`src/rtl/id_ex_alu_ctrl_if.sv`:
```
// ID -> EX bundle for the id_ex_alu_ctrl pipeline register.
//   master : ID / hazard-unit side (drives stall, flush and the id_* fields,
//            observes the registered ex_* outputs)
//   slave  : the pipeline register itself
interface id_ex_alu_ctrl_if #(
  parameter int WIDTH = 32
);
  // hazard control
  logic             stall;
  logic             flush;
  // ID-stage decoded fields
  logic             id_valid;
  logic [5:0]       id_opcode;
  logic [5:0]       id_funct;
  logic [WIDTH-1:0] id_rs_data;
  logic [WIDTH-1:0] id_rt_data;
  logic [15:0]      id_imm;
  logic [4:0]       id_rt;
  logic [4:0]       id_rd;
  // EX-stage registered outputs
  logic             ex_valid;
  logic [1:0]       ex_signal;
  logic             ex_inv;
  logic             ex_cin;
  logic [WIDTH-1:0] ex_a;
  logic [WIDTH-1:0] ex_b;
  logic [WIDTH-1:0] ex_store_data;
  logic [4:0]       ex_dst;
  logic             ex_reg_write;
  logic             ex_mem_read;
  logic             ex_mem_write;
  logic             ex_branch;
  logic             ex_illegal;

  modport master (
    output stall, flush, id_valid, id_opcode, id_funct,
           id_rs_data, id_rt_data, id_imm, id_rt, id_rd,
    input  ex_valid, ex_signal, ex_inv, ex_cin, ex_a, ex_b, ex_store_data,
           ex_dst, ex_reg_write, ex_mem_read, ex_mem_write, ex_branch, ex_illegal
  );

  modport slave (
    input  stall, flush, id_valid, id_opcode, id_funct,
           id_rs_data, id_rt_data, id_imm, id_rt, id_rd,
    output ex_valid, ex_signal, ex_inv, ex_cin, ex_a, ex_b, ex_store_data,
           ex_dst, ex_reg_write, ex_mem_read, ex_mem_write, ex_branch, ex_illegal
  );
endinterface

```
`src/rtl/id_ex_alu_ctrl.sv`:
```
// ID/EX pipeline register with ALU-control decode.
// Decodes opcode/funct into the per-slice ALU controls (signal, inv, cin)
// plus memory/write-back flags, and registers them with the operands.
//   clk  : rising-edge clock
//   rst  : synchronous active-high reset, loads a bubble
//   bus  : id_ex_alu_ctrl_if.slave -- stall/flush, id_* inputs, ex_* outputs
// Edge priority: rst > flush > stall (hold) > !id_valid (bubble) > load.
module id_ex_alu_ctrl #(
  parameter int WIDTH = 32
) (
  input  logic              clk,
  input  logic              rst,
  id_ex_alu_ctrl_if.slave   bus
);

  localparam logic [5:0] OP_RTYPE = 6'h00;
  localparam logic [5:0] OP_ADDI  = 6'h08;
  localparam logic [5:0] OP_LW    = 6'h23;
  localparam logic [5:0] OP_SW    = 6'h2B;
  localparam logic [5:0] OP_BEQ   = 6'h04;

  localparam logic [5:0] FN_AND   = 6'h24;
  localparam logic [5:0] FN_OR    = 6'h25;
  localparam logic [5:0] FN_ADD   = 6'h20;
  localparam logic [5:0] FN_SUB   = 6'h22;
  localparam logic [5:0] FN_SLT   = 6'h2A;

  localparam logic [1:0] SIG_AND  = 2'b00;
  localparam logic [1:0] SIG_OR   = 2'b01;
  localparam logic [1:0] SIG_SUM  = 2'b10;
  localparam logic [1:0] SIG_LESS = 2'b11;

  // All-zero value of this struct is the bubble.
  typedef struct packed {
    logic             valid;
    logic [1:0]       signal;
    logic             inv;
    logic             cin;
    logic [WIDTH-1:0] a;
    logic [WIDTH-1:0] b;
    logic [WIDTH-1:0] store_data;
    logic [4:0]       dst;
    logic             reg_write;
    logic             mem_read;
    logic             mem_write;
    logic             branch;
    logic             illegal;
  } ex_t;

  ex_t              dec;
  ex_t              ex_d, ex_q;
  logic             legal;
  logic [WIDTH-1:0] imm_sx;

  // ---------------- decode (ID stage, combinational) ----------------
  always_comb begin
    dec    = '0;
    legal  = 1'b1;
    imm_sx = {{(WIDTH-16){bus.id_imm[15]}}, bus.id_imm};
    dec.valid = 1'b1;
    dec.a     = bus.id_rs_data;
    unique case (bus.id_opcode)
      OP_RTYPE: begin
        dec.b         = bus.id_rt_data;
        dec.dst       = bus.id_rd;
        dec.reg_write = 1'b1;
        unique case (bus.id_funct)
          FN_AND:  dec.signal = SIG_AND;
          FN_OR:   dec.signal = SIG_OR;
          FN_ADD:  dec.signal = SIG_SUM;
          // subtract = A + ~B + 1 across the slice chain
          FN_SUB:  begin dec.signal = SIG_SUM;  dec.inv = 1'b1; dec.cin = 1'b1; end
          FN_SLT:  begin dec.signal = SIG_LESS; dec.inv = 1'b1; dec.cin = 1'b1; end
          default: legal = 1'b0;
        endcase
      end
      OP_ADDI, OP_LW, OP_SW: begin
        dec.signal    = SIG_SUM;
        dec.b         = imm_sx;
        dec.dst       = bus.id_rt;
        dec.reg_write = (bus.id_opcode != OP_SW);
        dec.mem_read  = (bus.id_opcode == OP_LW);
        dec.mem_write = (bus.id_opcode == OP_SW);
        if (bus.id_opcode == OP_SW) dec.store_data = bus.id_rt_data;
      end
      OP_BEQ: begin
        // compare by subtraction; zero detect happens in EX
        dec.signal = SIG_SUM;
        dec.inv    = 1'b1;
        dec.cin    = 1'b1;
        dec.b      = bus.id_rt_data;
        dec.branch = 1'b1;
      end
      default: legal = 1'b0;
    endcase
    // unsupported encodings become a flagged bubble
    if (!legal) begin
      dec         = '0;
      dec.illegal = 1'b1;
    end
  end

  // ---------------- next state ----------------
  always_comb begin
    ex_d = ex_q;
    if (bus.flush)         ex_d = '0;
    else if (bus.stall)    ex_d = ex_q;
    else if (!bus.id_valid) ex_d = '0;
    else                   ex_d = dec;
  end

  always_ff @(posedge clk) begin
    if (rst) ex_q <= '0;
    else     ex_q <= ex_d;
  end

  assign bus.ex_valid      = ex_q.valid;
  assign bus.ex_signal     = ex_q.signal;
  assign bus.ex_inv        = ex_q.inv;
  assign bus.ex_cin        = ex_q.cin;
  assign bus.ex_a          = ex_q.a;
  assign bus.ex_b          = ex_q.b;
  assign bus.ex_store_data = ex_q.store_data;
  assign bus.ex_dst        = ex_q.dst;
  assign bus.ex_reg_write  = ex_q.reg_write;
  assign bus.ex_mem_read   = ex_q.mem_read;
  assign bus.ex_mem_write  = ex_q.mem_write;
  assign bus.ex_branch     = ex_q.branch;
  assign bus.ex_illegal    = ex_q.illegal;

endmodule

```
`src/flat_wrapper.sv`:
```
// flat-port wrapper written by rule: the top's interface ports become plain ports
module id_ex_alu_ctrl_flat 
#(
  parameter int WIDTH = 32
)
  (clk, rst, bus_stall, bus_flush, bus_id_valid, bus_id_opcode, bus_id_funct, bus_id_rs_data, bus_id_rt_data, bus_id_imm, bus_id_rt, bus_id_rd, bus_ex_valid, bus_ex_signal, bus_ex_inv, bus_ex_cin, bus_ex_a, bus_ex_b, bus_ex_store_data, bus_ex_dst, bus_ex_reg_write, bus_ex_mem_read, bus_ex_mem_write, bus_ex_branch, bus_ex_illegal);
  id_ex_alu_ctrl_if #(.WIDTH(WIDTH)) bus_i ();
  input  logic clk;
  input  logic rst;
  input wire logic [$bits(bus_i.stall)-1:0] bus_stall;
  input wire logic [$bits(bus_i.flush)-1:0] bus_flush;
  input wire logic [$bits(bus_i.id_valid)-1:0] bus_id_valid;
  input wire logic [$bits(bus_i.id_opcode)-1:0] bus_id_opcode;
  input wire logic [$bits(bus_i.id_funct)-1:0] bus_id_funct;
  input wire logic [$bits(bus_i.id_rs_data)-1:0] bus_id_rs_data;
  input wire logic [$bits(bus_i.id_rt_data)-1:0] bus_id_rt_data;
  input wire logic [$bits(bus_i.id_imm)-1:0] bus_id_imm;
  input wire logic [$bits(bus_i.id_rt)-1:0] bus_id_rt;
  input wire logic [$bits(bus_i.id_rd)-1:0] bus_id_rd;
  output wire logic [$bits(bus_i.ex_valid)-1:0] bus_ex_valid;
  output wire logic [$bits(bus_i.ex_signal)-1:0] bus_ex_signal;
  output wire logic [$bits(bus_i.ex_inv)-1:0] bus_ex_inv;
  output wire logic [$bits(bus_i.ex_cin)-1:0] bus_ex_cin;
  output wire logic [$bits(bus_i.ex_a)-1:0] bus_ex_a;
  output wire logic [$bits(bus_i.ex_b)-1:0] bus_ex_b;
  output wire logic [$bits(bus_i.ex_store_data)-1:0] bus_ex_store_data;
  output wire logic [$bits(bus_i.ex_dst)-1:0] bus_ex_dst;
  output wire logic [$bits(bus_i.ex_reg_write)-1:0] bus_ex_reg_write;
  output wire logic [$bits(bus_i.ex_mem_read)-1:0] bus_ex_mem_read;
  output wire logic [$bits(bus_i.ex_mem_write)-1:0] bus_ex_mem_write;
  output wire logic [$bits(bus_i.ex_branch)-1:0] bus_ex_branch;
  output wire logic [$bits(bus_i.ex_illegal)-1:0] bus_ex_illegal;
  assign bus_i.stall = bus_stall;
  assign bus_i.flush = bus_flush;
  assign bus_i.id_valid = bus_id_valid;
  assign bus_i.id_opcode = bus_id_opcode;
  assign bus_i.id_funct = bus_id_funct;
  assign bus_i.id_rs_data = bus_id_rs_data;
  assign bus_i.id_rt_data = bus_id_rt_data;
  assign bus_i.id_imm = bus_id_imm;
  assign bus_i.id_rt = bus_id_rt;
  assign bus_i.id_rd = bus_id_rd;
  assign bus_ex_valid = bus_i.ex_valid;
  assign bus_ex_signal = bus_i.ex_signal;
  assign bus_ex_inv = bus_i.ex_inv;
  assign bus_ex_cin = bus_i.ex_cin;
  assign bus_ex_a = bus_i.ex_a;
  assign bus_ex_b = bus_i.ex_b;
  assign bus_ex_store_data = bus_i.ex_store_data;
  assign bus_ex_dst = bus_i.ex_dst;
  assign bus_ex_reg_write = bus_i.ex_reg_write;
  assign bus_ex_mem_read = bus_i.ex_mem_read;
  assign bus_ex_mem_write = bus_i.ex_mem_write;
  assign bus_ex_branch = bus_i.ex_branch;
  assign bus_ex_illegal = bus_i.ex_illegal;
  id_ex_alu_ctrl #(.WIDTH(WIDTH)) u_core (.clk(clk), .rst(rst), .bus(bus_i));
endmodule
```
`config.mk`:
```
export PLATFORM = sky130hd
export DESIGN_NAME = id_ex_alu_ctrl_flat
export DESIGN_NICKNAME = d
export VERILOG_FILES = /design/src/rtl/id_ex_alu_ctrl_if.sv /design/src/rtl/id_ex_alu_ctrl.sv /design/src/flat_wrapper.sv
export SDC_FILE = /design/constraint.sdc
export NUM_CORES = 1
export LEC_CHECK = 0
export CORE_ASPECT_RATIO = 0.9
export CORE_UTILIZATION = 35
export CTS_CLUSTER_SIZE = 40
export DETAILED_ROUTE_END_ITERATION = 10
export GPL_ROUTABILITY_DRIVEN = 0
export PLACE_DENSITY_LB_ADDON = 0.25
export SLEW_MARGIN = 20
export SYNTH_ARGS = -nofsm -noshare
export SYNTH_HDL_FRONTEND = slang
export SYNTH_SLANG_ARGS = --single-unit
```
`constraint.sdc`:
```
create_clock -name clk -period 2.85 [get_ports clk]
set_input_delay 0.285 -clock clk [delete_from_list [all_inputs] [get_ports clk]]
set_output_delay 0.285 -clock clk [all_outputs]
set_load 0.05 [all_outputs]
```
Word-level counts from Yosys, hierarchy flattened --
Index checks and enable logic that the tools add are counted. W data, S select, Z words.
Word-level totals: flip-flop bits (word level) 111, output and inout port bits 111, logic and storage cells 45
Cells by class: equality and inequality tests 10, multiplexer cells 14, reduce and logical (&&, ||, !) cells 8
Operators with widths (number):
- $mux W111 | 2
- $mux W32 | 2
- $pmux W32 S2 | 1
- $eq A6 B6 Y1 const B | 7
- $pmux W6 S2 | 1
- $pmux W2 S2 | 2
- $reduce_or A2 Y1 | 4
- $eq A6 B3 Y1 const B | 1
- $eq A6 B4 Y1 const B | 1
- $logic_not A6 Y1 | 1
- $ne A6 B6 Y1 const B | 1
- $pmux W2 S3 | 1
- $reduce_or A5 Y1 | 1
- $mux W2 | 2
- $reduce_or A4 Y1 | 1
- $reduce_or A3 Y1 | 1
- $mux W1 | 2
- $pmux W1 S2 | 1

Longest topological paths before layout --
Gate-level depths: netlist (run 1).
depth in word-level cells 6, gate-level depth with buffers 7

Least setup slack after synthesis (run 1) --
No wires, ideal clock.
path kind input to register, start point input port bus_stall, end point register u_core.ex_q, in the netlist u_core.bus.ex_b[26], arrival 1.884 ns, data required time 2.783 ns, path slack 0.898 ns, cell stages on the path 6, buffers on the path 2, cells stage by stage or4b_1 -> or4_4 -> a2bb2oi_2 -> buf_6 -> buf_12 -> o21ai_2
RTL lines:
- start, declared | line flat_wrapper.sv:10 | input wire logic [$bits(bus_i.stall)-1:0] bus_stall;
- end signal, assigned | line id_ex_alu_ctrl.sv:113 | if (rst) ex_q <= '0;
- end signal, assigned | line id_ex_alu_ctrl.sv:114 | else ex_q <= ex_d;
- end, declared | line id_ex_alu_ctrl.sv:51 | ex_t ex_d, ex_q;

==> impl_metrics.yaml, run 1 <==
cells_and_area:
  final_util_pct: 59.9
  layout_commonest_cell: "clkdlybuf4s50_1"
  drive_gt1_share_pct: 9.12
  fin_cells: 714
  synthToLayoutAreaGrowth_pct: 66.3
  fill_cells: 957
  fin_area_sq_um: 6480
  antenna_cells: 0
  layout_common_cells: "clkdlybuf4s50_1, dfxtp_1, a22o_1, nand2_1, o21ai_0"
  finalNetCount: 684
logic_synthesis:
  postSynthCellCount: 366
  yosys_warnings: 0
  syn_nets: 473
  netlist.area_leader.share_pct: 56.5
  synth_top_area_cell: "dfxtp_1"
  synth_cell_types: 39
  syn_area_sq_um: 3890
  ys_seq_area_share_pct: 56.5
  ys_top_cells_by_area: "dfxtp_1, a22o_1, nand2_1"
  ys_seq_elements: 110
  avgSynthCellArea_sq_um: 10.6
detailed_routing:
  drtAntennaViolNets: 0
  viasPerCell: 5.16
  vias: 3687
  drt_iter0_markers: 93
  drc: 0
  post_drt_wl_per_cell_um: 16.5
  first_pass_iters: 4
  wl_mm: 11.8
grt:
  grt_first_pass_wirelength_mm: 18.1
  grt_pass1_vias: 3604
  grt_max_degree: 66
  globalRoute.totalOverflow: 0
  track_usage_pct: 20.2
  antenna_found_initial: 0
setup_path:
  crit_family: "simple AND/OR/NAND/NOR gates"
  critical_path_required_ns: 3.12
  endpoint_kind: "flip-flop"
  crit_buf_inv: 2
  cp_slowest_stage_delay_ns: 0.58
  cp.arrival_ns: 2.49
  cpMaxStageDelayCell: "or4b_1"
  cp-start-kind: "input pin"
  timing.critical_path.cells: "clkdlybuf4s50_1 > or4b_1 > or4_4 > a2bb2oi_4 > buf_4 > o21ai_0"
  crit_type: "input pin to flip-flop"
  critPathMaxFanout: 19
sta:
  period_share_pct: 78.1
  setup_ws_ns: 0.623
  setup_viol: 0
  finalHoldViolations: 0
  holdWs_ns: 0.445
  worst_slew_pin_slew_ns: 0.548
  tns_ns: 0
  timing.fmax_mhz: 449
  relSlewSlack_pct: 63.4
  rsz0062_at_grt: "false"
  period_minus_slack_ns: 2.23
  slew_violations: 0
  skew_ns: 0
power_and_ir_drop:
  power_leakage_nw: 2.31
  ir_drop_mv: 0.383
  p_per_area_nw_per_um2: 452
  finalPower_mw: 2.93
floorplanning:
  std_cell_rows: 36
  die_w_um: 113
  ioPinCount: 218
  initial_core_util_pct: 36.0
  die_area_sq_um: 11600
  core_sq_um: 10800
  die_height_um: 102
clock_network:
  clkTransAtPathRegs_ns: 0.07
  post-cts-setup-buffers: 0
  postCtsHoldBufs: 0
  cts-resized-gates: 0
  cts-root-buf: "clkbuf_16"
  clk-insertion-delay-late_ns: 0.35
  cts_made_buffers: 9
  cts_tree: "done"
  htreeDepth: 3
  clock_sinks: 110
  clockBufferDepth: 2
job:
  drv_cap: 0
place:
  place_area_sq_um: 6210
  place_ws_ns: 0.268
  hpwl_mm: 8.71
  place_inst: 699
  portBuffers: 217
min_path:
  hold_class: "flip-flop to flip-flop"
run_status:
  status: "finished, final reports clean"
-- routing by layer --
layer  wire length (um)  global-route usage, %  vias up
met5                  0                      0        -
met4                 91                   4.25        0
met3               1160                   10.1        8
met2               5560                   34.7      148
met1               4970                   22.6     1748
li1                   -                      -     1783
-- worst reg2reg max path, cell delays in order, from the launching register on --
cell	delay, ns
dfxtp_1	0.32
a32oi_1	0.16
nor3_1	0.06
-- registers in the layout, indices dropped and copies added, names as in the netlist --
name                      count
u_core.bus.ex_mem_read        1
u_core.bus.ex_valid           1
u_core.bus.ex_illegal         1
u_core.bus.ex_signal          2
u_core.bus.ex_cin             1
u_core.bus.ex_mem_write       1
u_core.bus.ex_dst             5
u_core.bus.ex_store_data     32
u_core.bus.ex_a              32
u_core.bus.ex_b              32
u_core.bus.ex_branch          1
u_core.bus.ex_reg_write       1
-- Yosys cell counts (all sizes together) --
cell     number
dfxtp       110
nor4b         1
o21ai        42
a2bb2oi       1
nand3         1
a22o         65
a32oi         2
nor4bb        1
a22oi        20
a31o          3
mux2i         1
or3           1
a31oi         2
or4           1
nand2        45
and3b         1
a2111oi       1
nor3          4
nor4          1
buf          13
inv           1
or4b          2
and3          1
o2bb2ai       1
and2b         2
a21o          1
nor3b         1
or2b          1
clkbuf       18
nor2          2
a21oi        19
a21boi        1
-- final timing paths --
path / endpoint / start / cells after the start / slack, ns
worst max-delay path: u_core.bus.ex_dst[3] / bus_stall / 6 / 0.62
worst min-delay path: u_core.bus.ex_valid / u_core.bus.ex_valid / 2 / 0.45
worst max register to register: u_core.bus.ex_signal[0] / u_core.bus.ex_signal[0] / 2 / 2.20
worst min register to register: u_core.bus.ex_valid / u_core.bus.ex_valid / 2 / 0.45
-- layout make-up --
type / count / area (sq um) / share of cell area, %
clock buffers: 9 / 225 / 3.48
clock inverters: 6 / 38.8 / 0.599
inverters: 1 / 3.75 / 0.0580
multi-input cells: 224 / 1540 / 23.7
flip-flops and latches: 110 / 2200 / 34.0
well taps: 133 / 166 / 2.57
repair buffers: 231 / 2300 / 35.5
-- report_power, final --
part	switching [mW]	internal [mW]	total [mW]
clock	0.556	0.586	1.14
sequential	0.00115	1.54	1.54
combinational	0.0899	0.155	0.245
total	0.647	2.28	2.93
-- cells by family (layout without fill, tap and decap cells) --
family | after synthesis | count (layout) | share of synthesized area [%]
mux | 1 | 1 | 0.257
buf+inv | 32 | 247 | 4.63
simple gates | 65 | 65 | 8.10
flops | 110 | 110 | 56.5
compound gates | 158 | 158 | 30.5
Power figures use the tool's default switching activity.
==> run 2, diff against run 1 <==
Clock period 2.85 ns to 2.3 ns, I/O delays scaled along.
==> impl_metrics.yaml, run 2 (synthesis results as in run 1) <==
detailed_routing:
  first_pass_iters: 4
  drtAntennaViolNets: 0
  drt_iter0_markers: 132
  viasPerCell: 5.12
  drc: 0
  post_drt_wl_per_cell_um: 16.3
  wl_mm: 11.9
  vias: 3734
grt:
  globalRoute.totalOverflow: 0
  track_usage_pct: 20.7
  grt_pass1_vias: 3678
  grt_max_degree: 56
  antenna_found_initial: 0
  grt_first_pass_wirelength_mm: 18.7
power_and_ir_drop:
  swShare_pct: 21.5
  ir_drop_mv: 0.333
  comb_power_share_pct: 8.9
  power_frac_seq_pct: 51.4
  p_per_area_nw_per_um2: 555
  finalPower_mw: 3.71
  internal_power_mw: 2.91
  p_sw_mw: 0.799
  power_leakage_nw: 2.42
  clkPwrFrac_pct: 39.7
floorplanning:
  ioPinCount: 218
  core_sq_um: 10800
  initial_core_util_pct: 36.0
  die_w_um: 113
  std_cell_rows: 36
  die_area_sq_um: 11600
  die_height_um: 102
setup_path:
  cp.arrival_ns: 2.44
  endpoint_kind: "flip-flop"
  cp-start-kind: "input pin"
  cpMaxStageDelayCell: "or4b_1"
  timing.critical_path.cells: "clkdlybuf4s50_1 > or4b_1 > or4_4 > a2bb2oi_4 > buf_16 > o21ai_0"
  crit_family: "simple AND/OR/NAND/NOR gates"
  critical_path_required_ns: 2.56
  crit_type: "input pin to flip-flop"
  cp_slowest_stage_delay_ns: 0.57
  critPathMaxFanout: 24
  crit_buf_inv: 2
sta:
  worst_slew_pin_slew_ns: 0.646
  relSlewSlack_pct: 56.8
  period_minus_slack_ns: 2.18
  finalHoldViolations: 0
  setup_viol: 0
  timing.fmax_mhz: 459
  skew_ns: 0
  period_share_pct: 94.7
  rsz0062_at_grt: "false"
  holdWs_ns: 0.447
  slew_violations: 0
cells_and_area:
  synthToLayoutAreaGrowth_pct: 71.6
  antenna_cells: 0
  layout_common_cells: "clkdlybuf4s50_1, dfxtp_1, a22o_1, nand2_1, o21ai_0"
  drive_gt1_share_pct: 11.6
  final_util_pct: 61.8
  fin_area_sq_um: 6690
  layout_commonest_cell: "clkdlybuf4s50_1"
  finalNetCount: 700
clock_network:
  clk-insertion-delay-late_ns: 0.33
  cts-resized-gates: 0
  cts_made_buffers: 9
  clock_sinks: 110
  post-cts-setup-buffers: 0
  cts_tree: "done"
  clkTransAtPathRegs_ns: 0.07
  htreeDepth: 3
  postCtsHoldBufs: 0
  clockBufferDepth: 2
  cts-root-buf: "clkbuf_16"
place:
  portBuffers: 217
  place_area_sq_um: 6370
  hpwl_mm: 8.64
job:
  drv_cap: 0
run_status:
  status: "finished, final reports clean"
min_path:
  hold_class: "flip-flop to flip-flop"
[run 2: layout make-up]
type,instances,area (sq um)
clock buffer,11,253
clock inverter,4,30.0
inverter,1,3.75
multi-input combinational,224,1540
sequential,110,2200
timing repair buffer,247,2490
tap,133,166
fill,893,4130
[run 2: power groups by stage]
| stage | sequential, mW | combinational [mW] | clock (mW) |
|---|---|---|---|
| finish | 1.91 | 0.331 | 1.47 |
| global route | 1.91 | 0.354 | 1.60 |
| CTS | 1.91 | 0.332 | 1.51 |
| detailed placement | 1.95 | 0.331 | 0 |
| global placement | 1.95 | 0.325 | 0 |
| floorplan | 1.96 | 0.0651 | 0 |
[run 2: path summary, 6_finish.rpt]
| kind | slack [ns] | to | cells past startpoint | from |
|---|---|---|---|---|
| hold reg to reg | 0.45 | u_core.bus.ex_valid | 2 | u_core.bus.ex_valid |
| setup reg to reg | 1.66 | u_core.bus.ex_branch | 2 | u_core.bus.ex_branch |
| hold / removal | 0.45 | u_core.bus.ex_valid | 2 | u_core.bus.ex_valid |
| setup / recovery | 0.12 | u_core.bus.ex_b[21] | 6 | bus_stall |
[run 2: layer usage]
layer	vias to the layer above	wire length (um)	global-route usage [%]
li1	1820	-	-
met1	1753	4780	23.6
met2	152	5770	36.6
met3	9	1240	8.19
met4	0	98	4.86
met5	-	0	0
[run 2: per-stage QoR]
| step | TNS [ns] | instances | setup WS, ns |
|---|---|---|---|
| 2_1_floorplan | 0 | 366 | 0.403 |
| 3_3_place_gp | -8.43 | 714 | -0.211 |
| 3_5_place_dp | -11.76 | 714 | -0.311 |
| 4_1_cts | 0 | 729 | 0.0487 |
| 5_1_grt | 0 | 730 | 0.0391 |
| 6_report | 0 | 730 | 0.121 |
[run 2: worst min-delay path: cells and delay by family (launching register included)]
family | cells | cell delay (ns)
flip-flops | 1 | 0.31
AND/OR/NAND/NOR | 2 | 0.09
==> run 3, diff against run 2 <==
Settings changed: CORE_UTILIZATION 35 to 38, SKIP_CTS_REPAIR_TIMING set to 1.
==> impl_metrics.yaml, run 3 (synthesis results as in run 1) <==
cells_and_area:
  synthToLayoutAreaGrowth_pct: 72.7
  fin_area_sq_um: 6730
  finalNetCount: 703
  fill_cells: 761
  final_util_pct: 68.4
  drive_gt1_share_pct: 12.0
  layout_common_cells: "clkdlybuf4s50_1, dfxtp_1, a22o_1, nand2_1, o21ai_0"
  layout_commonest_cell: "clkdlybuf4s50_1"
  antenna_cells: 0
  fin_cells: 727
detailed_routing:
  drtAntennaViolNets: 0
  drc: 0
  wl_mm: 12.2
  post_drt_wl_per_cell_um: 16.8
  vias: 3782
  viasPerCell: 5.20
  first_pass_iters: 4
  drt_iter0_markers: 204
grt:
  antenna_found_initial: 0
  globalRoute.totalOverflow: 0
  grt_pass1_vias: 3659
  grt_first_pass_wirelength_mm: 18.4
  grt_max_degree: 52
  track_usage_pct: 22.3
min_path:
  whs_path_depth: 2
  hold_class: "flip-flop to flip-flop"
  timing.hold.worst.start: "u_core.bus.ex_valid"
  hold_path_end: "u_core.bus.ex_valid"
sta:
  skew_ns: 0
  slew_violations: 0
  rsz0062_at_grt: "false"
  finalHoldViolations: 0
  period_minus_slack_ns: 2.10
  period_share_pct: 91.4
  setup_ws_ns: 0.199
  timing.fmax_mhz: 476
  relSlewSlack_pct: 53.1
  tns_ns: 0
  worst_slew_pin_slew_ns: 0.701
  setup_viol: 0
power_and_ir_drop:
  internal_power_mw: 3.03
  swShare_pct: 20.9
  clkPwrFrac_pct: 41.4
  power_frac_seq_pct: 49.7
  power_leakage_nw: 2.43
  p_sw_mw: 0.803
  ir_drop_mv: 0.682
  comb_power_share_pct: 8.9
  p_per_area_nw_per_um2: 570
clock_network:
  cts-root-buf: "clkbuf_16"
  cts_tree: "done"
  clk-insertion-delay-late_ns: 0.34
  htreeDepth: 3
  clkTransAtPathRegs_ns: 0.07
  cts_made_buffers: 9
  clock_sinks: 110
  clockBufferDepth: 2
setup_path:
  worstRegToRegCells: 2
  cp-start-kind: "input pin"
  r2r-end: "u_core.bus.ex_b[7]"
  critPathMaxFanout: 20
  endpoint_kind: "flip-flop"
  critical_path_required_ns: 2.54
  reg2reg_from: "u_core.bus.ex_b[7]"
  rrSetupSlack_ns: 1.65
  crit_type: "input pin to flip-flop"
  cp.arrival_ns: 2.34
place:
  hpwl_mm: 8.75
  portBuffers: 217
  place_area_sq_um: 6390
  place_ws_ns: -0.280
  place_inst: 710
job:
  drv_cap: 0
floorplanning:
  die_height_um: 98.0
  initial_core_util_pct: 39.6
  ioPinCount: 218
  core_sq_um: 9830
  die_w_um: 109
  std_cell_rows: 34
  die_area_sq_um: 10700
run_status:
  status: "finished, final reports clean"
run 3: changes by cell type in the layout (fill, tap and decap cells not counted), sizes merged:
cell / before / now
bufinv: 0 / 1
buf: 30 / 32
inv: 3 / 1
clkbuf: 11 / 12
a2bb2oi: 1 / 2
clkinv: 1 / 2
run 3: worst max-delay path by stage:
stage | slack (ns) | depth (start not counted) | endpoint | from
6_report | 0.20 | 5 | u_core.bus.ex_b[7] | bus_stall
5_1_grt | 0.13 | 5 | u_core.bus.ex_b[7] | bus_stall
4_1_cts | -0.008 | 6 | u_core.bus.ex_b[7] | bus_id_funct[3]
3_5_place_dp | -0.28 | 6 | u_core.bus.ex_b[1] | bus_id_funct[3]
3_3_place_gp | -0.19 | 6 | u_core.bus.ex_b[14] | bus_id_funct[3]
2_1_floorplan | 0.40 | 6 | u_core.bus.ex_b[26] | bus_stall
run 3: final cells by class:
class                           instances  area [sq um]  area share, %
Clock buffer                           12           256           3.81
Clock inverter                          4          55.1          0.818
Inverter                                1          3.75         0.0558
Multi-Input combinational cell        225          1560           23.3
Sequential cell                       110          2200           32.7
Tap cell                              126           158           2.34
Timing Repair Buffer                  249          2490           37.0
run 3: critical path: stages:
cell and delay (ns):
clkdlybuf4s50_1 0.41, or4b_1 0.56, or4_4 0.56, a2bb2oi_4 0.25, o21ai_0 0.31
run 3: power by group through the flow:
stage / clock (mW) / sequential, mW / combinational, mW
after global routing: 1.70 / 1.91 / 0.359
after floorplan: 0 / 1.96 / 0.0651
after CTS: 1.63 / 1.91 / 0.335
final: 1.59 / 1.91 / 0.340
after detailed placement: 0 / 1.95 / 0.334
after global placement: 0 / 1.95 / 0.328
run 3: per-layer routing:
layer | part of all wire, % | vias up | track usage (%)
met5 | 0 | - | 0
met4 | 1.9 | 0 | 7.28
met3 | 11 | 21 | 9.88
met2 | 48 | 180 | 38.1
met1 | 38 | 1747 | 24.4
li1 | - | 1834 | -
run 3: stage by stage:
stage | hold slack, ns | power [mW]
final | 0.444 | 3.84
after global routing | 0.472 | 3.96
after CTS | 0.446 | 3.87
after detailed placement | 0.435 | 2.29
after global placement | 0.431 | 2.28
after floorplan | 0.307 | 2.03
